===== src/rtl/config_pkg.sv =====
// Shared types and constants for the tile configuration loader.
package config_pkg;

    typedef enum logic [2:0] {
        ST_IDLE,
        ST_HDR,
        ST_ADDR,
        ST_DATA,
        ST_WRITE,
        ST_DONE,
        ST_ERR
    } state_t;

    // Address field layout: tile_id in the upper half, config_id in the lower half.
    localparam int TILE_ID_MSB   = 31;
    localparam int TILE_ID_LSB   = 16;
    localparam int CONFIG_ID_MSB = 15;
    localparam int CONFIG_ID_LSB = 0;

    // No tile answers to this tile_id, so parking the bus on it is harmless.
    localparam logic [15:0] IDLE_TILE_ID  = 16'hFFFF;
    localparam logic [15:0] DEFAULT_MAGIC = 16'hC0F1;

endpackage


===== src/rtl/config_loader_if.sv =====
// Byte stream in, broadcast configuration bus out.
// master = the loader (stream sink, config bus driver); slave = its environment.
interface config_loader_if;
    logic [7:0]  in_byte;
    logic        in_valid;
    logic        in_ready;
    logic [31:0] config_addr;
    logic [31:0] config_data;
    logic        config_we;

    modport master (
        input  in_byte, in_valid,
        output in_ready, config_addr, config_data, config_we
    );

    modport slave (
        output in_byte, in_valid,
        input  in_ready, config_addr, config_data, config_we
    );
endinterface


===== src/rtl/config_loader_assembler.sv =====
// Collects four accepted bytes into a little-endian 32-bit word.
// word is combinational so the caller can use the completed value in the
// same cycle the fourth byte is accepted (word_done high).
module byte_word_assembler (
    input  logic        clk,
    input  logic        reset,
    input  logic        clear,
    input  logic        en,
    input  logic [7:0]  in_byte,
    output logic [31:0] word,
    output logic        word_done
);
    logic [1:0]  idx;
    logic [23:0] sr;

    // Byte index and shift register; earlier bytes drift toward bit 0.
    always_ff @(posedge clk) begin
        if (reset || clear) begin
            idx <= 2'd0;
            sr  <= 24'd0;
        end else if (en) begin
            idx <= idx + 2'd1;
            sr  <= {in_byte, sr[23:8]};
        end
    end

    assign word      = {in_byte, sr};
    assign word_done = en && (idx == 2'd3);

endmodule


===== src/rtl/config_loader.sv =====
// Configuration master: parses header + address/data records from a byte
// stream and issues one config_we strobe per record on the broadcast bus.
module config_loader
    import config_pkg::*;
#(
    parameter logic [15:0] MAGIC     = DEFAULT_MAGIC,
    parameter logic [31:0] IDLE_ADDR = {IDLE_TILE_ID, 16'hFFFF}
) (
    input  logic              clk,
    input  logic              reset,
    input  logic              start,
    config_loader_if.master   bus,
    output logic              busy,
    output logic              done,
    output logic              error,
    output logic [15:0]       writes_done
);
    state_t      state;
    logic        in_ready_q;
    logic [31:0] addr_q;
    logic [31:0] data_q;
    logic        we_q;
    logic [31:0] addr_shadow;
    logic [15:0] remaining;

    logic        accept;
    logic        can_start;
    logic [31:0] word;
    logic        word_done;

    assign accept    = bus.in_valid && in_ready_q;
    assign can_start = start && (state == ST_IDLE || state == ST_DONE || state == ST_ERR);

    assign bus.in_ready    = in_ready_q;
    assign bus.config_addr = addr_q;
    assign bus.config_data = data_q;
    assign bus.config_we   = we_q;

    byte_word_assembler u_asm (
        .clk       (clk),
        .reset     (reset),
        .clear     (can_start),
        .en        (accept),
        .in_byte   (bus.in_byte),
        .word      (word),
        .word_done (word_done)
    );

    // Load sequencer; every output is registered and set on the transition
    // into the state that owns it.
    always_ff @(posedge clk) begin
        if (reset) begin
            state       <= ST_IDLE;
            in_ready_q  <= 1'b0;
            addr_q      <= IDLE_ADDR;
            data_q      <= 32'd0;
            we_q        <= 1'b0;
            busy        <= 1'b0;
            done        <= 1'b0;
            error       <= 1'b0;
            writes_done <= 16'd0;
            addr_shadow <= 32'd0;
            remaining   <= 16'd0;
        end else begin
            we_q <= 1'b0;
            case (state)
                ST_IDLE, ST_DONE, ST_ERR: begin
                    if (start) begin
                        state       <= ST_HDR;
                        in_ready_q  <= 1'b1;
                        busy        <= 1'b1;
                        done        <= 1'b0;
                        error       <= 1'b0;
                        writes_done <= 16'd0;
                    end
                end
                ST_HDR: begin
                    // Header word: magic in [15:0], record count in [31:16].
                    if (word_done) begin
                        if (word[15:0] != MAGIC) begin
                            state      <= ST_ERR;
                            in_ready_q <= 1'b0;
                            busy       <= 1'b0;
                            error      <= 1'b1;
                        end else if (word[31:16] == 16'd0) begin
                            state      <= ST_DONE;
                            in_ready_q <= 1'b0;
                            busy       <= 1'b0;
                            done       <= 1'b1;
                        end else begin
                            state     <= ST_ADDR;
                            remaining <= word[31:16];
                        end
                    end
                end
                ST_ADDR: begin
                    if (word_done) begin
                        state       <= ST_DATA;
                        addr_shadow <= word;
                    end
                end
                ST_DATA: begin
                    // Present the record on the bus for exactly the WRITE cycle.
                    if (word_done) begin
                        state      <= ST_WRITE;
                        in_ready_q <= 1'b0;
                        we_q       <= 1'b1;
                        addr_q     <= addr_shadow;
                        data_q     <= word;
                    end
                end
                ST_WRITE: begin
                    addr_q      <= IDLE_ADDR;
                    writes_done <= writes_done + 16'd1;
                    remaining   <= remaining - 16'd1;
                    if (remaining == 16'd1) begin
                        state <= ST_DONE;
                        busy  <= 1'b0;
                        done  <= 1'b1;
                    end else begin
                        state      <= ST_ADDR;
                        in_ready_q <= 1'b1;
                    end
                end
                default: begin
                    state      <= ST_IDLE;
                    in_ready_q <= 1'b0;
                    busy       <= 1'b0;
                end
            endcase
        end
    end

endmodule


===== src/flat_wrapper.sv =====
// flat-port wrapper written by rule: the top's interface ports become plain ports
module config_loader_flat import config_pkg::*;
#(
    parameter logic [15:0] MAGIC     = DEFAULT_MAGIC,
    parameter logic [31:0] IDLE_ADDR = {IDLE_TILE_ID, 16'hFFFF}
)
  (clk, reset, start, busy, done, error, writes_done, bus_in_byte, bus_in_valid, bus_in_ready, bus_config_addr, bus_config_data, bus_config_we);
  config_loader_if bus_i ();
  input  logic clk;
  input  logic reset;
  input  logic start;
  output logic busy;
  output logic done;
  output logic error;
  output logic [15:0] writes_done;
  input wire logic [$bits(bus_i.in_byte)-1:0] bus_in_byte;
  input wire logic [$bits(bus_i.in_valid)-1:0] bus_in_valid;
  output wire logic [$bits(bus_i.in_ready)-1:0] bus_in_ready;
  output wire logic [$bits(bus_i.config_addr)-1:0] bus_config_addr;
  output wire logic [$bits(bus_i.config_data)-1:0] bus_config_data;
  output wire logic [$bits(bus_i.config_we)-1:0] bus_config_we;
  assign bus_i.in_byte = bus_in_byte;
  assign bus_i.in_valid = bus_in_valid;
  assign bus_in_ready = bus_i.in_ready;
  assign bus_config_addr = bus_i.config_addr;
  assign bus_config_data = bus_i.config_data;
  assign bus_config_we = bus_i.config_we;
  config_loader #(.MAGIC(MAGIC), .IDLE_ADDR(IDLE_ADDR)) u_core (.clk(clk), .reset(reset), .start(start), .bus(bus_i), .busy(busy), .done(done), .error(error), .writes_done(writes_done));
endmodule

===== config.mk =====
export PLATFORM = sky130hd
export DESIGN_NAME = config_loader_flat
export DESIGN_NICKNAME = d
export VERILOG_FILES = /design/src/rtl/config_pkg.sv /design/src/rtl/config_loader_if.sv /design/src/rtl/config_loader_assembler.sv /design/src/rtl/config_loader.sv /design/src/flat_wrapper.sv
export SDC_FILE = /design/constraint.sdc
export NUM_CORES = 1
export LEC_CHECK = 0
export BUFFER_PORTS_ARGS = -buffer_cell sky130_fd_sc_hd__buf_2
export CAP_MARGIN = 20
export CORE_MARGIN = 3
export CORE_UTILIZATION = 35
export DETAILED_ROUTE_END_ITERATION = 8
export HOLD_SLACK_MARGIN = 0.12
export PLACE_DENSITY = 0.53
export SLEW_MARGIN = 0
export SYNTH_ARGS = -nofsm -noshare
export SYNTH_HDL_FRONTEND = slang
export SYNTH_SLANG_ARGS = --single-unit

===== constraint.sdc =====
create_clock -name clk -period 2.1 [get_ports clk]
set_input_delay 0.42 -clock clk [delete_from_list [all_inputs] [get_ports clk]]
set_output_delay 0.42 -clock clk [all_outputs]
set_load 0.02 [all_outputs]

==> results of run 1 <==
==> cell type report <==
| class | count | area [um2] |
|---|---|---|
| multi-input cells | 641 | 3237 |
| flip-flops and latches | 162 | 3243 |
| clock inverters | 13 | 101.3 |
| inverters | 6 | 22.52 |
| well taps | 260 | 325.3 |
| fillers | 1951 | 10420 |
| clock buffers | 19 | 442.9 |
| repair buffers | 158 | 1036 |
==> worst min-delay path by stage <==
stage	from	to	depth (start not counted)
after floorplan	u_core.addr_shadow[0]$_SDFFE_PP0P_	u_core.addr_shadow[0]$_SDFFE_PP0P_	2
after global placement	u_core.bus.config_data[19]$_SDFFE_PP0P_	u_core.bus.config_data[19]$_SDFFE_PP0P_	2
after detailed placement	u_core.bus.config_data[5]$_SDFFE_PP0P_	u_core.bus.config_data[5]$_SDFFE_PP0P_	2
after CTS	bus_in_byte[6]	u_core.u_asm.sr[22]$_SDFFE_PP0P_	3
after global routing	bus_in_byte[5]	u_core.bus.config_data[29]$_SDFFE_PP0P_	3
final	bus_in_byte[6]	u_core.u_asm.sr[22]$_SDFFE_PP0P_	3
==> kinds of logic after synthesis <==
logic type / after synthesis
adders and majority gates: 5
AOI/OAI and AO/OA: 203
and+or+nand+nor: 431
DFF: 162
buffers and inverters: 68
xor gates and xnor gates: 2
==> per-stage QoR <==
| step | instances | cell area [um2] | setup TNS, ns | total power, mW | utilization (%) |
|---|---|---|---|---|---|
| after CTS | 1259 | 8404 | 0 | 7.251 | 44.63 |
| final | 1259 | 8408 | 0 | 7.184 | 44.65 |
| after global routing | 1259 | 8408 | 0 | 7.508 | 44.65 |
| after global placement | 1227 | 7860 | -0.4181 | 4.360 | 41.74 |
| after floorplan | 871 | 6748 | 0 | 3.931 | - |
| after detailed placement | 1227 | 7860 | -0.5119 | 4.357 | 41.74 |
==> registers in the layout, summed over array words and instances, names as in the netlist <==
register and flops:
u_core.addr_shadow 32, u_core.bus.config_addr 32, u_core.bus.config_data 32, u_core.u_asm.sr 24
u_core.remaining 16, u_core.writes_done 16, u_core.state 3, u_core.u_asm.idx 2
u_core.bus.config_we 1, u_core.bus.in_ready 1, u_core.busy 1, u_core.done 1
u_core.error 1
==> tightest hold or removal path, cell delays in order <==
cell and delay (ns):
buf_2 0.15, nand2_1 0.07, a21oi_1 0.05
==> placed cells by master (no fill, tap or decap), drive strengths merged, types with 2 or more instances in the layout <==
cell type / instances
a211oi: 2
o41a: 2
clkinv: 6
nand3: 49
and3: 6
nor2: 40
dfxtp: 162
a22o: 3
o32ai: 9
or4: 4
or3: 6
a31oi: 4
or2: 4
and2: 5
nor4: 14
o41ai: 2
nor3b: 3
nor4b: 2
nand2b: 11
a41oi: 2
nor3: 12
ha: 4
or3b: 2
o31ai: 9
nand2: 261
o21ai: 20
o21bai: 2
o21a: 4
a21oi: 132
inv: 10
o211ai: 3
clkbuf: 19
nand4: 7
clkinvlp: 3
o22ai: 3
buf: 158
a311oi: 2
==> power groups by stage <==
stage	sequential (mW)	combinational (mW)	clock, mW
floorplan	3.28	0.647	0
global placement	3.29	1.07	0
detailed placement	3.29	1.07	0
CTS	3.22	1.07	2.96
global route	3.23	1.19	3.09
finish	3.22	1.08	2.89
==> per-layer routing <==
metal / part of all wire, % / GRT usage, %
met4: 2.1 / 6.529
met5: 0 / 0
met2: 42 / 26.97
met1: 52 / 27.32
met3: 4.1 / 3.615
==> flow_metrics.py, run 1 <==
metrics = {
    "yosys": {
        "synthSimpleGateAreaFrac_pct": 29.07,
        "syn-num-nets": 887,
        "avgSynthCellArea_um2": 7.747,
        "synth_edf_count": 0,
        "synth_top_family_by_area": "simple AND/OR/NAND/NOR gates",
        "synth_mux_area_share_pct": 0,
        "synth.area.top_cells": "dfxtp_1 (48%), nand2_1 (15%), a21oi_1 (9.7%)",
        "async_flop_share_pct": 0,
        "synth-compound-area-share_pct": 17.52,
        "synthAdderAreaFrac_pct": 0.8900,
        "yosys-top-cells-count": "nand2_1 (261), dfxtp_1 (162), a21oi_1 (131), nand3_1 (49), clkbuf_1 (44)",
        "ys_warn_count": 0,
        "yosysMostFrequentCell": "nand2_1",
        "yosysSeqAreaShare_pct": 48.06,
        "synth-seq-cells": 162,
        "synthXorXnorAreaFrac_pct": 0.2596,
        "synth_top_area_share_pct": 48.06,
        "synth_top_area_cell": "dfxtp_1",
        "synthFlopType": "dfxtp_1",
        "postSynthCellCount": 871,
        "ys_types": 57,
        "netlist_area_mm2": 0.006748,
    },
    "placement": {
        "port_buffers": 96,
        "place.gp.congestion": 0.8702,
        "dp_worst_setup_slack_ns": -0.05939,
        "dp_hpwl_um": 13090,
    },
    "setup_path": {
        "cp-end-kind": "flop",
        "arrival_ns": 2.24,
        "reg2reg_to": "u_core.remaining[14]$_SDFFE_PP0P_",
        "cp_num_buf_inv": 1,
        "crit_path_cell_trace": "inv_1 > ha_1 > or3b_2 > nor4_4 > a21oi_1 > o31ai_1 > a21oi_1",
        "cpPeakStageDelay_ns": 0.52,
        "crit_path_start": "u_core.remaining[0]$_SDFFE_PP0P_",
        "r2r_cells": 7,
        "critPathLaunchType": "flop",
        "path_class": "flop to flop",
        "worst-path-stages": 7,
        "crit_path_frequent_cell": "a21oi_1",
        "crit_fanout": 8,
        "r2r_slack_ns": 0.17,
        "crit_required_ns": 2.41,
        "reg2reg_from": "u_core.remaining[0]$_SDFFE_PP0P_",
        "slowest_stage": "or3b_2",
        "critPathCapture": "u_core.remaining[14]$_SDFFE_PP0P_",
        "crit_family": "simple AND/OR/NAND/NOR gates",
    },
    "timing": {
        "timing.final.ws_setup_ns": 0.1677,
        "max_freq_mhz": 517.5,
        "tightest_slew_ns": 0.4929,
        "hold_viol": 0,
        "period_minus_slack_ns": 1.932,
        "fin_crit_sh_pct": 92.01,
        "rsz0062_at_grt": "no",
        "finalClockSkew_ns": 0.01304,
        "slew_headroom_pct": 66.84,
        "setup_violations": 0,
        "whs_ns": 0.3042,
        "drv_slew": 0,
    },
    "global_route": {
        "grt-ovfl-total": 0,
        "grt_pass1_vias": 5732,
        "grt_usage_pct": 18.55,
        "grt_pass1_wl_um": 31000,
        "grt_antenna_before_repair": 0,
        "grt_max_degree": 66,
    },
    "run_status": {
        "status": "complete, no violations",
    },
    "finish": {
        "drive_gt1_share_pct": 20.92,
        "n_antenna_cell": 0,
        "area_growth_pct": 24.61,
        "finalNetCount": 1002,
    },
    "clocking": {
        "clk_latency_ns": 0.43,
        "root_buffer": "clkbuf_16",
        "path_clk_slew_ns": 0.07,
        "clock_sinks": 162,
        "cts.path.max_buffers": 2,
        "post-cts-setup-buffers": 0,
        "cts.htree.levels": 4,
        "cts_resized": 0,
        "cts_tree": "built",
        "cts_made_buffers": 17,
        "cts_hold_buf": 0,
    },
    "pwr": {
        "p_int_mw": 5.126,
        "pwr-share-clk_pct": 40.2,
        "p_seq_share_pct": 44.8,
        "p_switching_mw": 2.058,
        "power.leakage_nw": 3.265,
        "p_comb_share_pct": 15.0,
        "power.density_mw_per_mm2": 854.4,
        "p_sw_share_pct": 28.64,
        "ir_worst_vdd_v": 0.0005836,
    },
    "die": {
        "pin_count": 97,
        "core_mm2": 0.01883,
        "die_x_um": 144.9,
        "initial_utilization_pct": 35.83,
        "rows": 50,
        "dieArea_mm2": 0.02098,
        "fp.dieH_um": 144.9,
    },
    "routing": {
        "drt_pass1_iterations": 5,
        "vias": 6346,
        "first_iter_violations": 342,
        "viasPerCell": 5.041,
        "postRouteAntennaNets": 0,
        "wl_per_cell_um": 15.32,
        "drt-total-wl_um": 19290,
        "drc_errors": 0,
    },
    "run": {
        "drv_cap": 0,
    },
    "worst_hold_path": {
        "hold_class": "input pin to flop",
    },
}
No activity file was read; power rests on OpenSTA's default activity.
==> inputs of run 2 (changes only) <==
MAX_ROUTING_LAYER = met4   (was default)
==> flow_metrics.py, run 2 (synthesized netlist as in run 1, its figures left out) <==
metrics = {
    "run_status": {
        "status": "complete, no violations",
    },
    "routing": {
        "drt-total-wl_um": 19320,
        "viasPerCell": 5.050,
        "first_iter_violations": 354,
        "wl_per_cell_um": 15.34,
        "drt_pass1_iterations": 4,
        "drc_errors": 0,
        "postRouteAntennaNets": 0,
        "vias": 6358,
    },
    "global_route": {
        "grt_antenna_before_repair": 0,
        "grt_usage_pct": 19.08,
        "grt-ovfl-total": 0,
        "grt_pass1_wl_um": 30970,
        "grt_pass1_vias": 5750,
        "grt_max_degree": 66,
    },
    "die": {
        "pin_count": 97,
        "die_x_um": 144.9,
        "initial_utilization_pct": 35.83,
        "rows": 50,
        "fp.dieH_um": 144.9,
        "dieArea_mm2": 0.02098,
        "core_mm2": 0.01883,
    },
    "finish": {
        "fin_area_mm2": 0.008408,
        "seqCellArea_mm2": 0.003243,
        "n_antenna_cell": 0,
        "final_util_pct": 44.65,
        "area_growth_pct": 24.61,
        "final_cell_mix": "nand2_1 (260), dfxtp_1 (162), a21oi_1 (131)",
        "nFillCells": 1951,
        "drive_gt1_share_pct": 20.92,
        "finalNetCount": 1002,
        "multi_input_area_mm2": 0.003237,
        "final_common_cell": "nand2_1",
    },
    "setup_path": {
        "cp-end-kind": "flop",
        "cpPeakStageDelay_ns": 0.52,
        "critPathLaunchType": "flop",
        "crit_path_frequent_cell": "a21oi_1",
        "crit_fanout": 8,
        "crit_path_cell_trace": "inv_1 > ha_1 > or3b_2 > nor4_4 > a21oi_1 > o31ai_1 > a21oi_1",
        "crit_required_ns": 2.40,
        "crit_path_start": "u_core.remaining[0]$_SDFFE_PP0P_",
        "arrival_ns": 2.23,
        "reg2reg_from": "u_core.remaining[0]$_SDFFE_PP0P_",
        "slowest_stage": "or3b_2",
        "path_class": "flop to flop",
    },
    "clocking": {
        "cts_hold_buf": 0,
        "clock_sinks": 162,
        "root_buffer": "clkbuf_16",
        "post-cts-setup-buffers": 0,
        "cts.htree.levels": 4,
        "cts_made_buffers": 17,
        "cts_resized": 0,
        "cts_tree": "built",
        "path_clk_slew_ns": 0.07,
        "clk_latency_ns": 0.43,
        "cts.path.max_buffers": 2,
    },
    "timing": {
        "period_minus_slack_ns": 1.923,
        "setup_violations": 0,
        "slew_headroom_pct": 66.59,
        "drv_slew": 0,
        "hold_viol": 0,
        "whs_ns": 0.2994,
        "tightest_slew_ns": 0.4966,
        "finalClockSkew_ns": 0.01325,
        "max_freq_mhz": 520.0,
        "rsz0062_at_grt": "no",
        "final.setup.tns_ns": 0,
        "fin_crit_sh_pct": 91.58,
    },
    "pwr": {
        "power.density_mw_per_mm2": 854.4,
        "ir_worst_vdd_v": 0.0005832,
        "p_total_mw": 7.184,
        "power.leakage_nw": 3.265,
    },
    "worst_hold_path": {
        "min_from": "bus_in_byte[6]",
        "hold_class": "input pin to flop",
    },
    "placement": {
        "port_buffers": 96,
        "place.gp.congestion": 0.8844,
        "dp_hpwl_um": 13090,
        "dpl_cell_area_mm2": 0.007860,
    },
    "run": {
        "drv_cap": 0,
    },
}
run 2: area by class of cell:
| class | instances | area share (%) |
|---|---|---|
| sequential | 162 | 38.57 |
| multi-input combinational | 641 | 38.50 |
| timing repair buffer | 158 | 12.32 |
| clock buffer | 19 | 5.268 |
| tap | 260 | 3.869 |
| clock inverter | 13 | 1.205 |
| inverter | 6 | 0.2679 |
run 2: critical path, delay by kind of cell, from the launching register on:
family,cells,cell delay (ns)
AOI/OAI and AO/OA,3,0.41
adders and majority gates,1,0.16
buffers and inverters,1,0.10
DFF,1,0.38
and+or+nand+nor,2,0.76
run 2: final timing paths:
| path | to | slack, ns | cells after the start |
|---|---|---|---|
| setup / recovery | u_core.remaining[14]$_SDFFE_PP0P_ | 0.18 | 7 |
| hold / removal | u_core.u_asm.sr[22]$_SDFFE_PP0P_ | 0.30 | 3 |
| setup reg to reg | u_core.remaining[14]$_SDFFE_PP0P_ | 0.18 | 7 |
| hold reg to reg | u_core.bus.config_data[17]$_SDFFE_PP0P_ | 0.45 | 2 |
run 2: per-stage QoR:
stage	setup slack [ns]	cells
after floorplan	0.2599	871
after global placement	-0.06254	1227
after detailed placement	-0.05939	1227
after CTS	0.1829	1259
after global routing	0.01283	1259
final	0.1768	1259
run 2: metal layers:
metal  part of all wire (%)  GRT usage, %
met5                      0             -
met4                    2.1         6.529
met3                    4.0         3.418
met2                     43         26.94
met1                     51         27.42
run 2: power breakdown:
part	switching, mW	internal, mW	total, mW
Clock	1.33	1.56	2.89
Combinational	0.653	0.424	1.08
Sequential	0.0787	3.14	3.22
Total	2.06	5.13	7.18
